[src/rtl/mips_multicycle_control.sv]
// Main control FSM for the multicycle MIPS datapath.
// Sequences fetch/decode/execute/mem/writeback and drives mux selects and enables.
module mips_multicycle_control (
  input  logic       clk,
  input  logic       reset_n,
  input  logic [5:0] opcode,
  input  logic       mem_ready,
  output logic       PCWrite,
  output logic       PCWriteCond,
  output logic       IorD,
  output logic       MemRead,
  output logic       MemWrite,
  output logic       IRWrite,
  output logic       MemtoReg,
  output logic       RegDst,
  output logic       RegWrite,
  output logic       ALUSrcA,
  output logic [1:0] ALUSrcB,
  output logic [1:0] PCSource,
  output logic [1:0] ALUOp,
  output logic       illegal_op,
  output logic [3:0] state_dbg
);

  localparam logic [5:0] OP_RTYPE = 6'b000000;
  localparam logic [5:0] OP_LW    = 6'b100011;
  localparam logic [5:0] OP_SW    = 6'b101011;
  localparam logic [5:0] OP_BEQ   = 6'b000100;
  localparam logic [5:0] OP_J     = 6'b000010;
  localparam logic [5:0] OP_ADDI  = 6'b001000;

  typedef enum logic [3:0] {
    S_FETCH  = 4'd0,
    S_DECODE = 4'd1,
    S_MEMADR = 4'd2,
    S_MEMRD  = 4'd3,
    S_MEMWB  = 4'd4,
    S_MEMWR  = 4'd5,
    S_EXEC   = 4'd6,
    S_RWB    = 4'd7,
    S_BEQ    = 4'd8,
    S_JUMP   = 4'd9,
    S_ADDIEX = 4'd10,
    S_ADDIWB = 4'd11,
    S_TRAP   = 4'd12
  } state_t;

  state_t r_state;
  state_t w_next;

  always_ff @(posedge clk or negedge reset_n) begin
    if (!reset_n) r_state <= S_FETCH;
    else          r_state <= w_next;
  end

  always_comb begin
    w_next = S_TRAP;
    case (r_state)
      S_FETCH:  w_next = mem_ready ? S_DECODE : S_FETCH;
      S_DECODE: begin
        unique case (1'b1)
          (opcode == OP_LW),
          (opcode == OP_SW):    w_next = S_MEMADR;
          (opcode == OP_RTYPE): w_next = S_EXEC;
          (opcode == OP_BEQ):   w_next = S_BEQ;
          (opcode == OP_J):     w_next = S_JUMP;
          (opcode == OP_ADDI):  w_next = S_ADDIEX;
          default:              w_next = S_TRAP;
        endcase
      end
      // a non-memory opcode here means IR was corrupted: trap
      S_MEMADR: begin
        if (opcode == OP_LW)      w_next = S_MEMRD;
        else if (opcode == OP_SW) w_next = S_MEMWR;
        else                      w_next = S_TRAP;
      end
      S_MEMRD:  w_next = mem_ready ? S_MEMWB : S_MEMRD;
      S_MEMWB:  w_next = S_FETCH;
      S_MEMWR:  w_next = mem_ready ? S_FETCH : S_MEMWR;
      S_EXEC:   w_next = S_RWB;
      S_RWB:    w_next = S_FETCH;
      S_BEQ:    w_next = S_FETCH;
      S_JUMP:   w_next = S_FETCH;
      S_ADDIEX: w_next = S_ADDIWB;
      S_ADDIWB: w_next = S_FETCH;
      S_TRAP:   w_next = S_TRAP;
      default:  w_next = S_TRAP;
    endcase
  end

  always_comb begin
    PCWrite     = 1'b0;
    PCWriteCond = 1'b0;
    IorD        = 1'b0;
    MemRead     = 1'b0;
    MemWrite    = 1'b0;
    IRWrite     = 1'b0;
    MemtoReg    = 1'b0;
    RegDst      = 1'b0;
    RegWrite    = 1'b0;
    ALUSrcA     = 1'b0;
    ALUSrcB     = 2'b00;
    PCSource    = 2'b00;
    ALUOp       = 2'b00;
    illegal_op  = 1'b0;
    state_dbg   = 4'd0;
    // reset gates every output so no write escapes mid-instruction
    if (reset_n) begin
      state_dbg = r_state;
      case (r_state)
        S_FETCH: begin
          MemRead = 1'b1;
          ALUSrcB = 2'b01;
          PCWrite = mem_ready;
          IRWrite = mem_ready;
        end
        S_DECODE: ALUSrcB = 2'b11;
        S_MEMADR, S_ADDIEX: begin
          ALUSrcA = 1'b1;
          ALUSrcB = 2'b10;
        end
        S_MEMRD: begin
          MemRead = 1'b1;
          IorD    = 1'b1;
        end
        S_MEMWB: begin
          MemtoReg = 1'b1;
          RegWrite = 1'b1;
        end
        S_MEMWR: begin
          MemWrite = 1'b1;
          IorD     = 1'b1;
        end
        S_EXEC: begin
          ALUSrcA = 1'b1;
          ALUOp   = 2'b10;
        end
        S_RWB: begin
          RegDst   = 1'b1;
          RegWrite = 1'b1;
        end
        S_BEQ: begin
          ALUSrcA     = 1'b1;
          ALUOp       = 2'b01;
          PCWriteCond = 1'b1;
          PCSource    = 2'b01;
        end
        S_JUMP: begin
          PCWrite  = 1'b1;
          PCSource = 2'b10;
        end
        S_ADDIWB: RegWrite = 1'b1;
        S_TRAP:   illegal_op = 1'b1;
        default: ;
      endcase
    end
  end

endmodule

[config.mk]
export PLATFORM = sky130hd
export DESIGN_NAME = mips_multicycle_control
export DESIGN_NICKNAME = d
export VERILOG_FILES = /design/src/rtl/mips_multicycle_control.sv
export SDC_FILE = /design/constraint.sdc
export NUM_CORES = 1
export LEC_CHECK = 0
export CAP_MARGIN = 20
export CORE_ASPECT_RATIO = 0.9
export CORE_UTILIZATION = 30
export DETAILED_ROUTE_END_ITERATION = 8
export GPL_ROUTABILITY_DRIVEN = 1
export GPL_TIMING_DRIVEN = 0
export SETUP_SLACK_MARGIN = 0.15
export SLEW_MARGIN = 20
export SYNTH_ARGS = -nofsm -noshare
export SYNTH_HDL_FRONTEND = slang
export SYNTH_SLANG_ARGS = --single-unit
export TNS_END_PERCENT = 10
[constraint.sdc]
create_clock -name clk -period 2.1 [get_ports clk]
set_clock_uncertainty 0.2 [all_clocks]
set_input_delay 0.21 -clock clk [delete_from_list [all_inputs] [get_ports clk]]
set_output_delay 0.21 -clock clk [all_outputs]
set_load 0.01 [all_outputs]
# == Yosys cells after proc, flatten, opt, wreduce, memory -nomap -nowiden ==
# Cells that the tools add are included.
# totals
regBits,4
out_inout_bits,21
word_cells,63
inputBits,9
# classes
n_eq_ne,17
reduce_logical,9
n_mux,36
# op_table
op,count
$pmux 4 s8,1
$mux 1,22
$eq 4x4->1 const B,5
$pmux 4 s5,1
$eq 4x3->1 const B,4
$eq 6x6->1 const B,2
$mux 4,3
$eq 4x2->1 const B,2
$pmux 2 s2,2
$reduce_or 2->1,4
$eq 6x2->1 const B,1
$eq 6x3->1 const B,1
$eq 6x4->1 const B,1
$logic_not 6->1,1
$mux 2,3
$mux 3,2
$pmux 2 s3,1
$reduce_or 5->1,1
$eq 4x1->1 const B,1
$logic_not 4->1,1
$reduce_or 4->1,1
$reduce_or 3->1,1
$pmux 1 s2,1

# == Logic depth before layout (Yosys ltp) ==
# Gate-level depths: netlist of run 1.
# logic_depth
ltp_word,4
depth_mapped,5
ltp_nobuf,4

# == Worst setup path after synthesis of run 1 ==
# No wires, ideal clock.
# synth_timing
path_kind,register to output
start,register r_state[2]
end,output port ALUOp[0]
path_buffers,2
setup_slack_ns,0.379
path_stages_with_launch,5
arrival_ns,1.311
required_ns,1.690
cell_sequence,dfrtp_1 -> buf_2 -> nand2b_1 -> nor3_1 -> buf_4
# synth_via
elab_chain_cells,3
# synth_rtl
element,line_no,source
start: declaration,48,state_t r_state;
start signal: assignment,53,else r_state <= w_next;
$eq 4x4->1 or $eq 4x3->1 (tied branches),110,case (r_state)
$pmux 2 s2 (*),110,
$mux 2 (*),108,if (reset_n) begin
end: declaration,20,"output logic [1:0] ALUOp,"
# Mark *: on every way between the ends. The rest lies on a longest branch, timed or not.

# == Worst setup path after layout of run 1 ==
# layout_timing
start,register r_state[1]
end,output port ALUSrcB[1]
# layout_via
elab_chain_cells,4
# layout_rtl
element,line_no,source
$eq 4x2->1 or $eq 4x4->1 (tied branches),110,
$reduce_or 2->1,--,
$pmux 2 s3 (*),110,
$mux 2 (*),108,
end: declaration,18,"output logic [1:0] ALUSrcB,"
# Marks and branches as above.

==> results of run 1 <==
## area by class of cell
cell class,count,share of cell area (%)
plain buffers,7,6.38
clock buffers,3,2.25
inverters,4,1.75
multi-input cells,69,46.9
flip-flops and latches,4,10.2
well taps,24,3.00
repair buffers,34,29.5
## critical path, delay by kind of cell, from the launching register on
kind                   cells  cell delay, ns
buffers and inverters      2            0.27
AND/OR/NAND/NOR            2            0.52
flip-flops                 1            0.39
AO/OA/AOI/OAI              1            0.16
## cell usage in the layout (no fill, tap or decap), drive strengths merged, types with 5 or more instances in the layout
cell and n:
buf 14, dlygate4sd2 13, nor2 11, clkdlybuf4s50 10
nor3 8, nand2 7, clkbuf 5, nand2b 5
## kinds of logic (layout without fill, tap and decap cells)
kind of cell / count (synthesis) / in the layout / synth area share, %
XOR/XNOR: 2 / 2 / 2.99
AND/OR/NAND/NOR: 45 / 45 / 40.2
multiplexers: 1 / 1 / 1.92
AO/OA/AOI/OAI: 21 / 21 / 27.6
buffers and inverters: 11 / 48 / 10.3
flip-flops: 4 / 4 / 17.1
## power by group
part / switching (mW) / internal (mW) / leakage [nW]
clock: 0.0304 / 0.0639 / 0.0138
combinational: 0.0266 / 0.0270 / 0.383
sequential: 0 / 0.0775 / 0.0435
total: 0.0570 / 0.168 / 0.440
## layer usage
layer	part of all wire [%]	GRT usage (%)	vias up
met5	0	0	-
met4	0.22	5.29	0
met3	6.7	3.86	2
met2	45	31.8	44
met1	48	23.7	332
li1	-	-	393
## worst min-delay path by stage
stage            start    endpoint  slack, ns  cells after the start
3_3_place_gp   reset_n  r_state[1]       0.28                      1
4_1_cts        reset_n  r_state[1]       0.33                      2
3_5_place_dp   reset_n  r_state[1]       0.29                      1
5_1_grt        reset_n  r_state[1]       0.36                      2
6_report       reset_n  r_state[1]       0.35                      2
2_1_floorplan  reset_n  r_state[0]      -0.29                      0
## through the flow
step	setup TNS [ns]	util, %	worst slack [ns]	cells	power (mW)
6_report	0	57.1	0.123	145	0.225
5_1_grt	0	57.1	0.0634	145	0.244
4_1_cts	0	56.2	0.0647	142	0.231
3_5_place_dp	-4.09	51.7	-0.380	137	0.130
3_3_place_gp	-3.63	51.7	-0.355	137	0.129
2_1_floorplan	0	-	0.379	84	0.0969
## timing repair
item	in CTS	in global routing
pin swaps	3	2
endpoints found under the hold margin	4	0
buffers inserted	1	3
endpoints found under the setup margin	21	11
hold buffers	1	0
gates resized for setup	46	5
==> flow_metrics.tcl, run 1 <==
set metrics [dict create \
    run_status "finished, final reports clean" \
    crit_arrival_ns 1.57 \
    io_pins 30 \
    post-dp-hpwl_mm 1.29 \
    h-tree-depth 1 \
    cts-root-buf "clkbuf_4" \
    grt.total_usage_pct 18.5 \
    reg2regPathDepth 6 \
    antenna_found_initial 0 \
    max_slew_margin_pct 79.1 \
    path_max_fanout 6 \
    crit_chain "buf_6 -> or3b_4 -> a21oi_2 -> and2_1 -> buf_2" \
    num-nets-final 132 \
    whs_ns 0.346 \
    synth_most_common_cell "nor2_1" \
    p_per_area_nw_per_um2 225 \
    hold_viol 0 \
    grt_max_degree 11 \
    critPathSlowestCell "dfrtp_1" \
    post-route-period-util_pct 94.2 \
    fillCellCount 173 \
    hold_class "input port to async pin" \
    synth_area_per_cell_um2 6.97 \
    layout-drive-gt1-share_pct 29.8 \
    synth_cell_types 39 \
    drc 0 \
    grt_pass1_wl_mm 3.08 \
    synth_area_um2 586 \
    synth_top_cell_by_area "dfrtp_1" \
    cts.path.max_buffers 2 \
    synthTopCellsByArea "dfrtp_1 17%, nor2_1 7.1%, nor3_1 6.8%" \
    r2r-start "r_state[1]" \
    power.ir.vdd_worst_mv 0.288 \
    synthCells 84 \
    regMostFlops "r_state" \
    reg_top3 "r_state: 4 flops" \
    place_area_um2 906 \
    worst_pin_slew_ns 0.309 \
    worstPathRequired_ns 1.69 \
    rsz0062_at_grt "yes" \
    io_buffer_count 29 \
    start_kind "flip-flop" \
    dieArea_um2 2130 \
    grt_overflow 0 \
    vias 771 \
    gp_congestion 0.789 \
    multi_input_area_um2 469 \
    yosysSeqAreaShare_pct 17.1 \
    r2r_slack_ns 0.50 \
    r2r_end "r_state[0]" \
    fin_area_um2 1000 \
    seqCellArea_um2 103 \
    start_util_pct 33.4 \
    cp-startpoint "r_state[1]" \
    yosys_warnings 0 \
    grt_pass1_vias 676 \
    endpoint "ALUSrcB[1]" \
    totalWireLength_mm 1.84 \
    ys_ff_latch 4 \
    largest_reg_flops 4 \
    diodes 0 \
    cts.sinks 4 \
    rows 14 \
    ys_top_cells_by_count "11 x nor2_1, 8 x nor3_1, 7 x nand2_1" \
    cts_buffers 3 \
    die_w_um 48.6 \
    clock_latency_ns 0.23 \
    synth-edff-count 0 \
    routedWlPerCell_um 12.7 \
    cp-end-kind "primary output" \
    cts_tree "yes" \
    setup_viol 0 \
    max_freq_mhz 506 \
    vias_per_cell 5.32 \
    critical_path_class "flip-flop to primary output" \
    synthToLayoutAreaGrowth_pct 70.9 \
    drtAntennaViolNets 0 \
    dr.pass1.iters 4 \
    cap_violations 0 \
    power.leakage_nw 0.440 \
    layout_min_cycle_time_ns 1.98 \
    async_flop_share_pct 100 \
    drt_first_iter_violations 19 \
    synth_top_area_share_pct 17.1 \
    max_stage_delay_ns 0.39 \
    fp.coreArea_um2 1750 \
    syn-num-nets 93 \
    path_clk_slew_ns 0.04 \
    dieHeight_um 43.9 \
    synth_flop_cell "dfrtp_1" \
    slew_viol_final 0 \
]
(Power assumes the default switching activity.)
==> run 2: changes to the inputs <==
- CORE_UTILIZATION: 30 -> 38
- PLACE_DENSITY: unset -> 0.77
==> flow_metrics.tcl, run 2 (synthesized netlist as in run 1, its figures left out) <==
set metrics [dict create \
    drc 8 \
    hold_viol 0 \
    violations "DRC" \
    dieHeight_um 39.2 \
    cts_buffers 3 \
    drtAntennaViolNets 0 \
    place_area_um2 895 \
    crit_cells 5 \
    layout_min_cycle_time_ns 1.99 \
    met1_length_um 828 \
    totalWireLength_mm 1.84 \
    crit_arrival_ns 1.58 \
    finalSetupTns_ns 0 \
    slew_viol_final 0 \
    worst_pin_slew_ns 0.296 \
    start_kind "flip-flop" \
    path_clk_slew_ns 0.04 \
    critPathSlowestCell "or3b_4" \
    max_freq_mhz 501 \
    critical_path_class "flip-flop to primary output" \
    crit_chain "buf_6 -> or3b_4 -> a21oi_2 -> and2_1 -> buf_2" \
    fillCellCount 125 \
    rsz0062_at_grt "yes" \
    die_w_um 43.4 \
    crit_family "simple AND/OR/NAND/NOR gates" \
    dr.max_layer_used "met4" \
    multi_input_area_um2 474 \
    grt.total_usage_pct 22.0 \
    worst_slack_ns 0.106 \
    setup_viol 0 \
    hold_class "input port to async pin" \
    dieArea_um2 1700 \
    post-route-period-util_pct 95.0 \
    grt_pass1_wl_mm 2.70 \
    cts.sinks 4 \
    worstPathRequired_ns 1.69 \
    fin_area_um2 1020 \
    grt_overflow 0 \
    max_slew_margin_pct 80.0 \
    vias_per_cell 5.62 \
    reg2regPathDepth 6 \
    largest_reg_flops 4 \
    final_common_cell "dlygate4sd2_1" \
    io_buffer_count 29 \
    cts-root-buf "clkbuf_4" \
    layout_common_cells "14 x dlygate4sd2_1, 12 x buf_4, 11 x nor2_1" \
    cap_violations 0 \
    gp_congestion 0.839 \
    regMostFlops "r_state" \
    grt_pass1_vias 598 \
    start_util_pct 40.4 \
    routedWlPerCell_um 13.3 \
    cts_tree "yes" \
    routed-wl-met3_um 121 \
    vias 781 \
    cts.path.max_buffers 2 \
    post-dp-hpwl_mm 1.22 \
    crit_buf_inv 2 \
    seqCellArea_um2 101 \
    drt_first_iter_violations 34 \
    power.ir.vdd_worst_mv 0.341 \
    synthToLayoutAreaGrowth_pct 74.1 \
    io_pins 30 \
    grt_max_degree 11 \
    diodes 0 \
    power.leakage_nw 0.471 \
    layout-drive-gt1-share_pct 30.6 \
    cp-end-kind "primary output" \
    max_stage_delay_ns 0.39 \
    clock_latency_ns 0.24 \
    reg_top3 "r_state: 4 flops" \
    wl_met2_um 874 \
    h-tree-depth 1 \
    p_total_mw 0.228 \
    run_status "finished, violations left" \
    rows 13 \
    p_per_area_nw_per_um2 224 \
    dr.pass1.iters 6 \
    fp.coreArea_um2 1450 \
    antenna_found_initial 0 \
    post-place-ws_ns -0.392 \
    path_max_fanout 7 \
    num-nets-final 135 \
]
run 2: worst register-to-register path: stages, from the launching register on:
cell	delay (ns)
dfrtp_1	0.37
buf_6	0.14
or3b_4	0.39
a21oi_2	0.17
buf_4	0.13
o31ai_1	0.05
nand2_1	0.06
run 2: repair_timing:
action | 4_1_cts | 5_1_grt
hold endpoints to repair | 4 | 0
cloned | 0 | 0
pin swaps | 3 | 2
setup endpoints to repair | 21 | 11
buffers inserted | 1 | 6
gates resized for setup | 45 | 4
hold buffers | 1 | 0
run 2: area by class of cell:
type / instances / share of cell area [%]
plain buffers: 7 / 6.01
clock buffers: 3 / 2.21
inverters: 4 / 1.72
multi-input cells: 69 / 46.5
flip-flops and latches: 4 / 9.94
well taps: 15 / 1.84
repair buffers: 37 / 31.8
run 2: power breakdown:
group          leakage [nW]  switching, mW  internal, mW
Clock                0.0138         0.0328        0.0640
Combinational         0.412         0.0270        0.0268
Sequential           0.0451              0        0.0775
Total                 0.471         0.0597         0.168
run 2: worst paths after layout:
kind | start | to | slack, ns
min in group clk | opcode[4] | r_state[3] | 0.47
setup / recovery | r_state[1] | ALUSrcB[1] | 0.11
setup reg to reg | r_state[1] | r_state[3] | 0.52
hold / removal | reset_n | r_state[0] | 0.34
hold reg to reg | r_state[2] | r_state[0] | 0.54
max in group asynchronous | reset_n | r_state[3] | 1.17
run 2: metrics by stage:
stage	std cells	hold WS, ns	utilization [%]
5_1_grt	139	0.361	70.4
2_1_floorplan	84	-0.286	-
6_report	139	0.341	70.4
3_5_place_dp	128	0.285	61.8
4_1_cts	133	0.324	67.1
3_3_place_gp	128	0.273	61.8
run 2: per-layer routing:
metal / global-route usage, % / vias up
met2: 37.9 / 37
met5: 0 / -
met4: 3.13 / 0
met3: 6.07 / 2
met1: 27.9 / 346
li1: - / 396
